--- src/rtl/pc_pkg.sv ---
// Shared types and constants for the program-counter generator.
package pc_pkg;

    // Defaults for a 32-bit core that boots from address zero.
    localparam int unsigned DEFAULT_WIDTH    = 32;
    localparam logic [31:0] DEFAULT_RESET_PC = 32'h0000_0000;

    // Sequencer states, kept as plain constants so older code can compare raw codes.
    typedef logic [1:0] pc_state_t;
    localparam pc_state_t ST_BOOT = 2'd0;
    localparam pc_state_t ST_RUN  = 2'd1;
    localparam pc_state_t ST_HOLD = 2'd2;

    // Mask of the target bits that must be zero for an INC-aligned fetch address.
    function automatic logic [63:0] align_mask(input int unsigned inc);
        return 64'(inc) - 64'd1;
    endfunction

endpackage

--- src/rtl/pc_redirect_arbiter.sv ---
// Fixed-priority redirect arbiter: the lowest-indexed valid request wins.
module pc_redirect_arbiter #(
    parameter int WIDTH = 32,
    parameter int NSRC  = 2,
    localparam int SRCW = (NSRC > 1) ? $clog2(NSRC) : 1
) (
    input  logic [NSRC-1:0]       req_valid,
    input  logic [NSRC*WIDTH-1:0] req_target,
    output logic                  hit,
    output logic [SRCW-1:0]       idx,
    output logic [WIDTH-1:0]      target
);

    // Scan from the lowest priority upward so the lowest index overwrites last.
    always_comb begin
        hit    = 1'b0;
        idx    = {SRCW{1'b0}};
        target = {WIDTH{1'b0}};
        for (int i = NSRC - 1; i >= 0; i--) begin
            if (req_valid[i]) begin
                hit    = 1'b1;
                idx    = SRCW'(i);
                target = req_target[i*WIDTH +: WIDTH];
            end else begin
                hit    = hit;
            end
        end
    end

endmodule

--- src/rtl/pc_next_unit.sv ---
// Registered PC generator: sequential advance under fetch handshake,
// prioritised redirects, redirect buffering across stalls, alignment flag.
module pc_next_unit
    import pc_pkg::*;
#(
    parameter int                WIDTH    = DEFAULT_WIDTH,
    parameter int                NSRC     = 2,
    parameter int                INC      = 4,
    parameter logic [WIDTH-1:0]  RESET_PC = WIDTH'(DEFAULT_RESET_PC),
    localparam int               SRCW     = (NSRC > 1) ? $clog2(NSRC) : 1
) (
    input  logic                  clk,
    input  logic                  rst_n,
    input  logic                  stall,
    input  logic                  fetch_ready,
    input  logic [NSRC-1:0]       redirect_valid,
    input  logic [NSRC*WIDTH-1:0] redirect_target,
    output logic [WIDTH-1:0]      pc_out,
    output logic                  pc_valid,
    output logic                  redirect_pending,
    output logic [SRCW-1:0]       redirect_src,
    output logic                  align_err
);

    localparam logic [WIDTH-1:0] ALIGN_MASK = WIDTH'(align_mask(INC));

    pc_state_t         state_r;
    pc_state_t         state_nxt_s;
    logic [WIDTH-1:0]  pc_r;
    logic              pc_valid_r;
    logic              pend_valid_r;
    logic [WIDTH-1:0]  pend_target_r;
    logic [SRCW-1:0]   pend_src_r;
    logic [SRCW-1:0]   src_r;
    logic              align_err_r;

    logic              arb_hit_s;
    logic [SRCW-1:0]   arb_idx_s;
    logic [WIDTH-1:0]  arb_target_s;
    logic [WIDTH-1:0]  aligned_s;
    logic              misaligned_s;

    pc_redirect_arbiter #(
        .WIDTH (WIDTH),
        .NSRC  (NSRC)
    ) u_arb (
        .req_valid  (redirect_valid),
        .req_target (redirect_target),
        .hit        (arb_hit_s),
        .idx        (arb_idx_s),
        .target     (arb_target_s)
    );

    assign aligned_s    = arb_target_s & ~ALIGN_MASK;
    assign misaligned_s = |(arb_target_s & ALIGN_MASK);

    // Next-state decode: stall parks the sequencer in HOLD, otherwise RUN.
    always_comb begin
        state_nxt_s = state_r;
        case (state_r)
            ST_BOOT: state_nxt_s = stall ? ST_HOLD : ST_RUN;
            ST_RUN:  state_nxt_s = stall ? ST_HOLD : ST_RUN;
            ST_HOLD: state_nxt_s = stall ? ST_HOLD : ST_RUN;
            default: state_nxt_s = ST_BOOT;
        endcase
    end

    // Sequencer state and the registered pc_valid (low only while booting).
    always_ff @(posedge clk or negedge rst_n) begin
        if (!rst_n) begin
            state_r    <= ST_BOOT;
            pc_valid_r <= 1'b0;
        end else begin
            state_r    <= state_nxt_s;
            pc_valid_r <= (state_nxt_s != ST_BOOT);
        end
    end

    // PC register, pending-redirect buffer, source index and alignment pulse.
    always_ff @(posedge clk or negedge rst_n) begin
        if (!rst_n) begin
            pc_r          <= RESET_PC;
            pend_valid_r  <= 1'b0;
            pend_target_r <= {WIDTH{1'b0}};
            pend_src_r    <= {SRCW{1'b0}};
            src_r         <= {SRCW{1'b0}};
            align_err_r   <= 1'b0;
        end else begin
            align_err_r <= arb_hit_s & misaligned_s;
            if (stall) begin
                // Frozen: newest winner replaces any older buffered redirect.
                if (arb_hit_s) begin
                    pend_valid_r  <= 1'b1;
                    pend_target_r <= aligned_s;
                    pend_src_r    <= arb_idx_s;
                    src_r         <= arb_idx_s;
                end else begin
                    pend_valid_r  <= pend_valid_r;
                end
            end else if (arb_hit_s) begin
                // A fresh redirect squashes both the buffer and the handshake.
                pc_r         <= aligned_s;
                pend_valid_r <= 1'b0;
                src_r        <= arb_idx_s;
            end else if (pend_valid_r) begin
                pc_r         <= pend_target_r;
                pend_valid_r <= 1'b0;
                src_r        <= pend_src_r;
            end else if (pc_valid_r && fetch_ready) begin
                pc_r <= pc_r + WIDTH'(INC);
            end else begin
                pc_r <= pc_r;
            end
        end
    end

    assign pc_out           = pc_r;
    assign pc_valid         = pc_valid_r;
    assign redirect_pending = pend_valid_r;
    assign redirect_src     = src_r;
    assign align_err        = align_err_r;

endmodule

--- config.mk ---
export PLATFORM = sky130hd
export DESIGN_NAME = pc_next_unit
export DESIGN_NICKNAME = d
export VERILOG_FILES = /design/src/rtl/pc_pkg.sv /design/src/rtl/pc_redirect_arbiter.sv /design/src/rtl/pc_next_unit.sv
export SDC_FILE = /design/constraint.sdc
export NUM_CORES = 1
export LEC_CHECK = 0
export BUFFER_PORTS_ARGS = -buffer_cell sky130_fd_sc_hd__buf_2
export CAP_MARGIN = 20
export CELL_PAD_IN_SITES_DETAIL_PLACEMENT = 2
export CELL_PAD_IN_SITES_GLOBAL_PLACEMENT = 2
export CORE_ASPECT_RATIO = 1.4
export CORE_MARGIN = 2
export CORE_UTILIZATION = 28
export CTS_BUF_LIST = sky130_fd_sc_hd__clkbuf_16
export DETAILED_ROUTE_END_ITERATION = 12
export PLACE_DENSITY = 0.77
export SLEW_MARGIN = 20
export SYNTH_ARGS = -nofsm -noshare
export SYNTH_HDL_FRONTEND = slang
export SYNTH_SLANG_ARGS = --single-unit
--- constraint.sdc ---
create_clock -name clk -period 1.75 [get_ports clk]
set_input_delay 0 -clock clk [delete_from_list [all_inputs] [get_ports clk]]
set_output_delay 0 -clock clk [all_outputs]
set_load 0.02 [all_outputs]
## Word level (Yosys, flattened, before mapping)

Index checks and enable logic that the tools add are counted.

- Flip-flop bits (word level): 69
- Logic and storage cells: 40

- Add/subtract/negate cells: 1
- Equal/unequal tests: 3
- Mux-type cells: 16
- Bitwise gates (word level): 2
- Reduce and logical (&&, ||, !) cells: 10

Operators with widths:

| kind | number |
|---|---|
| 32-bit two-way mux | 5 |
| 32-bit by 3-bit adder with 32-bit output (second input constant) | 1 |
| 1-bit two-way mux | 9 |
| 2-bit AND reduction | 3 |
| 2-bit two-way mux | 2 |
| 2-bit nonzero test | 2 |
| 3-bit nonzero test | 1 |
| 3-bit OR reduction | 1 |
| 2-bit by 1-bit == test with 1-bit output (second input constant) | 1 |
| 2-bit == test (second input constant) | 1 |
| 2-bit logical NOT | 1 |
| 2-bit by 1-bit inequality test with 1-bit output (second input constant) | 1 |
| 2-bit OR reduction | 1 |
| 1-bit bitwise AND | 1 |
| 1-bit logical AND | 1 |
| 1-bit NOT | 1 |

## Longest topological paths before layout

- Depth in word-level cells: 4
- Mapped depth: 8
- Gate-level depth less buffers: 6

## Hierarchy

A second synthesis with hierarchy kept.

- Cell total of the unflattened synthesis: 432
- Area, all modules: 4070.2 um^2

By module, submodules not included:

| module | times used | cells an instance | area an instance (um^2) | sequential area each (um^2) |
|---|---|---|---|---|
| pc_next_unit | 1 | 387 | 3701.0 | 1676.6 |
| pc_redirect_arbiter | 1 | 45 | 369.1 | 0.0 |

## Worst setup path after synthesis

No wires, ideal clock.

- Path kind: reg-to-reg
- From: reg pc_r[8] (netlist: pc_out[8])
- To: reg pc_r[27] (netlist: pc_out[27])
- Setup time: 0.094 ns
- Arrival: 1.897 ns
- Slack: -0.241 ns
- Cell stages (with the launch flop): 7
- Path buffers: 1
- Period minus slack after synthesis: 1.991 ns
- Cell sequence: dfrtp_1 buf_2 nand4_1 or4_4 nor4_2 mux2_2 a211oi_1

- Longest elaborated chain between the ends: 4

Ends and longest elaborated chain:

| item | line | text |
|---|---|---|
| start: declaration | pc_next_unit.sv:29 | `logic [WIDTH-1:0] pc_r;` |
| start signal: assignment | pc_next_unit.sv:102 | `pc_r <= aligned_s;` |
| start signal: assignment | pc_next_unit.sv:106 | `pc_r <= pend_target_r;` |
| start signal: assignment | pc_next_unit.sv:110 | `pc_r <= pc_r + WIDTH'(INC);` |
| 32-bit by 3-bit adder with 32-bit output | pc_next_unit.sv:110 |  |
| 32-bit two-way mux | pc_next_unit.sv:109 | `end else if (pc_valid_r && fetch_ready) begin` |
| 32-bit two-way mux | pc_next_unit.sv:105 | `end else if (pend_valid_r) begin` |
| 32-bit two-way mux | pc_next_unit.sv:100 | `end else if (arb_hit_s) begin` |

Every way passes these cells. The select of a mux whose other input is x is not followed.
A chain may end at the register's enable or synchronous reset.

## Final worst setup path

- From: reg pc_r[2] (netlist: pc_out[2])
- To: reg pc_r[15] (netlist: pc_out[15])

The elaborated chain is that of the path after synthesis.

==> qor.yml <==
synth:
  ys_async_sr_fraction_pct: 100
  synthTopCellsByCount: "dfrtp_1, nand2_1, o21ai_0"
  yosysUniqueCellTypes: 59
  synth-main-ff-cell: "dfrtp_1"
  ys_warn_count: 0
  yosys.area.top_type: "dfrtp_1"
  syn_avg_cell_area_um2: 8.65
  synth_seq_cells: 67
  synth_area_leaders: "dfrtp_1, o21ai_0, nand2_1, a21oi_1, a22oi_1"
  synth_cells: 478
  syn_area_um2: 4140
  synth_seq_area_share_pct: 40.5
  synthMostInstantiatedCell: "dfrtp_1"
  synth-edff-count: 0
  synth_top_area_share_pct: 40.5
sta:
  maxSlewViolCount: 0
  fmax_mhz: 517
  timing.final.hold_violations: 0
  holdWs_ns: 0.00650
  finalClockSkew_ns: 0.00672
  min_period_over_period_pct: 110
  finalSetupViolations: 9
  slew-limit-headroom_pct: 55.4
  period_needed_ns: 1.93
  rsz0062_at_grt: "true"
  worst_slack_ns: -0.183
  worst_slew_pin_slew_ns: 0.669
clock_tree:
  cts_tree: "built"
  clockBufferDepth: 2
  htree_levels: 3
  clk_pin_slew_worst_paths_ns: 0.06
  clk_latency_ns: 0.34
  clock-root-buffer: "clkbuf_16"
  clock_sinks: 67
  cts_made_buffers: 9
min_path:
  holdCritPathClass: "input port to flip-flop"
job:
  cap_violations: 0
drt:
  first_pass_iters: 5
  drt_wl_total_mm: 20.0
  antenna_left: 0
  drc_errors: 0
  vias_per_cell: 5.74
  wire_per_inst_um: 23.8
  drt_iter0_drc: 278
  vias: 4843
worst_setup_path:
  cp-end-kind: "flip-flop"
  worstSetupPathType: "flip-flop to flip-flop"
  cp_data_arrival_time_ns: 2.13
  crit_fanout: 12
  cp-start-kind: "flip-flop"
  cpPeakStageDelay_ns: 0.41
  path_cells: "and4_4, nand2_4, buf_6, buf_4, nor2_1, a31oi_1, a311oi_1"
  slowest_stage: "dfrtp_2"
  crit_required_ns: 1.95
placement:
  io_buffer_count: 103
  hpwl_mm: 13.6
  routabilityCongestion: 0.863
floorplan:
  fp.coreArea_um2: 14400
  die-area_um2: 15800
  dieWidth_um: 107
  start_util_pct: 28.6
  num_rows: 52
  num_io_pins: 106
  die_height_um: 148
global_routing:
  grt_pass1_wl_mm: 30.4
  grt_max_degree: 40
  overflow: 0
  grt_usage_pct: 24.9
  antenna_found_initial: 0
  grt_pass1_vias: 5322
power_and_ir_drop:
  p_leak_nw: 2.53
  p_per_area_nw_per_um2: 908
  irDropWorstVdd_mv: 0.446
final_layout:
  final_util_pct: 42.1
  syn2layout_area_growth_pct: 47.0
  fin_nets: 720
  layout-drive-gt1-share_pct: 39.9
  n_antenna_cell: 0
status:
  status: "finished with violations"
  violations: "negative setup slack"
area by class of cell:
cell class                      instances  area (um2)
Fill cell                            1630        8370
Inverter                                7        31.3
Multi-Input combinational cell        367        2480
Clock inverter                          7        52.6
Tap cell                              189         236
Clock buffer                            9         225
Timing Repair Buffer                  197        1350
Sequential cell                        67        1700
kinds of logic after synthesis:
| logic type | after synthesis | share of synthesized area (%) |
|---|---|---|
| DFF | 67 | 40.5 |
| muxes | 4 | 1.03 |
| adders and majority gates | 1 | 0.303 |
| other | 1 | 0.0907 |
| buffers and inverters | 45 | 4.96 |
| AOI/OAI and AO/OA | 190 | 29.4 |
| and+or+nand+nor | 159 | 21.3 |
| xor gates and xnor gates | 11 | 2.33 |
timing repair:
| item | in CTS | in global routing |
|---|---|---|
| hold endpoints to repair | 37 | 0 |
| hold buffers | 20 | 0 |
| buffers inserted | 8 | 3 |
| gates resized for setup | 20 | 33 |
| endpoints found under the setup margin | 18 | 21 |
| pin swaps | 6 | 21 |
through the flow:
step                      cell area [um2]  setup WS, ns  cells  total power, mW  TNS [ns]
after detailed placement             5290        -0.118    797             3.54    -0.777
after global placement               5290       -0.0118    797             3.43   -0.0214
after CTS                            5920       -0.0214    841             5.39   -0.0241
after global routing                 6080        -0.223    843             5.76     -1.30
after floorplan                      4180        -0.120    479             2.78    -0.237
final                                6080        -0.183    843             5.52    -0.460
worst max-delay path, delay by kind of cell, from the launching register on:
family	cells	cell delay, ns
and+or+nand+nor	3	0.59
AOI/OAI and AO/OA	2	0.47
DFF	1	0.41
buffers and inverters	2	0.33
final timing paths:
kind                                      from           endpoint  slack (ns)  depth (start not counted)
setup / recovery                     pc_out[2]         pc_out[15]       -0.18                          7
hold / removal             redirect_target[23]  pend_target_r[23]       0.006                          3
setup reg to reg                     pc_out[2]         pc_out[15]       -0.18                          7
hold reg to reg                     state_r[1]         state_r[0]        0.46                          1
max in group asynchronous                rst_n         pc_out[23]        0.94                          3
min in group asynchronous                rst_n   pend_target_r[3]        0.22                          2
sequential cells by signal, indices dropped and copies added (netlist names):
name and cells:
pc_out 30, pend_target_r 30, state_r 2, align_err 1
pc_valid 1, pend_src_r 1, redirect_pending 1, redirect_src 1
routing by layer:
layer,vias up,GRT usage (%),share of wire [%]
met5,-,0,0
met4,0,9.74,2.6
met3,35,3.00,3.7
met2,153,45.2,55
met1,2475,29.6,39
li1,2180,-,-
power by group:
part	total, mW	internal, mW	switching, mW
Sequential	2.01	1.78	0.226
Clock	1.79	1.07	0.711
Combinational	1.73	0.697	1.03
cell usage in the layout (no fill, tap or decap), drive strengths merged, types with 3 or more instances in the layout:
master,Yosys,final
o211ai,11,11
nand3,17,17
nor2,27,27
a31oi,14,14
a222oi,3,3
clkbuf,18,9
nand3b,13,13
or3,3,3
or4,5,5
nand2,54,54
and4,6,6
a211oi,7,7
a22oi,19,19
inv,6,9
buf,20,178
xnor2,6,6
a221oi,7,7
nand2b,3,3
nor3,5,5
o221ai,5,5
o311ai,4,4
xor2,5,5
o21ai,51,51
a21oi,32,32
dfrtp,67,67
o21a,5,5
clkinv,1,4
dlygate4sd3,0,19
nor4,8,8
o22ai,22,22
nand4,11,11
Power figures use the tool's default switching activity.
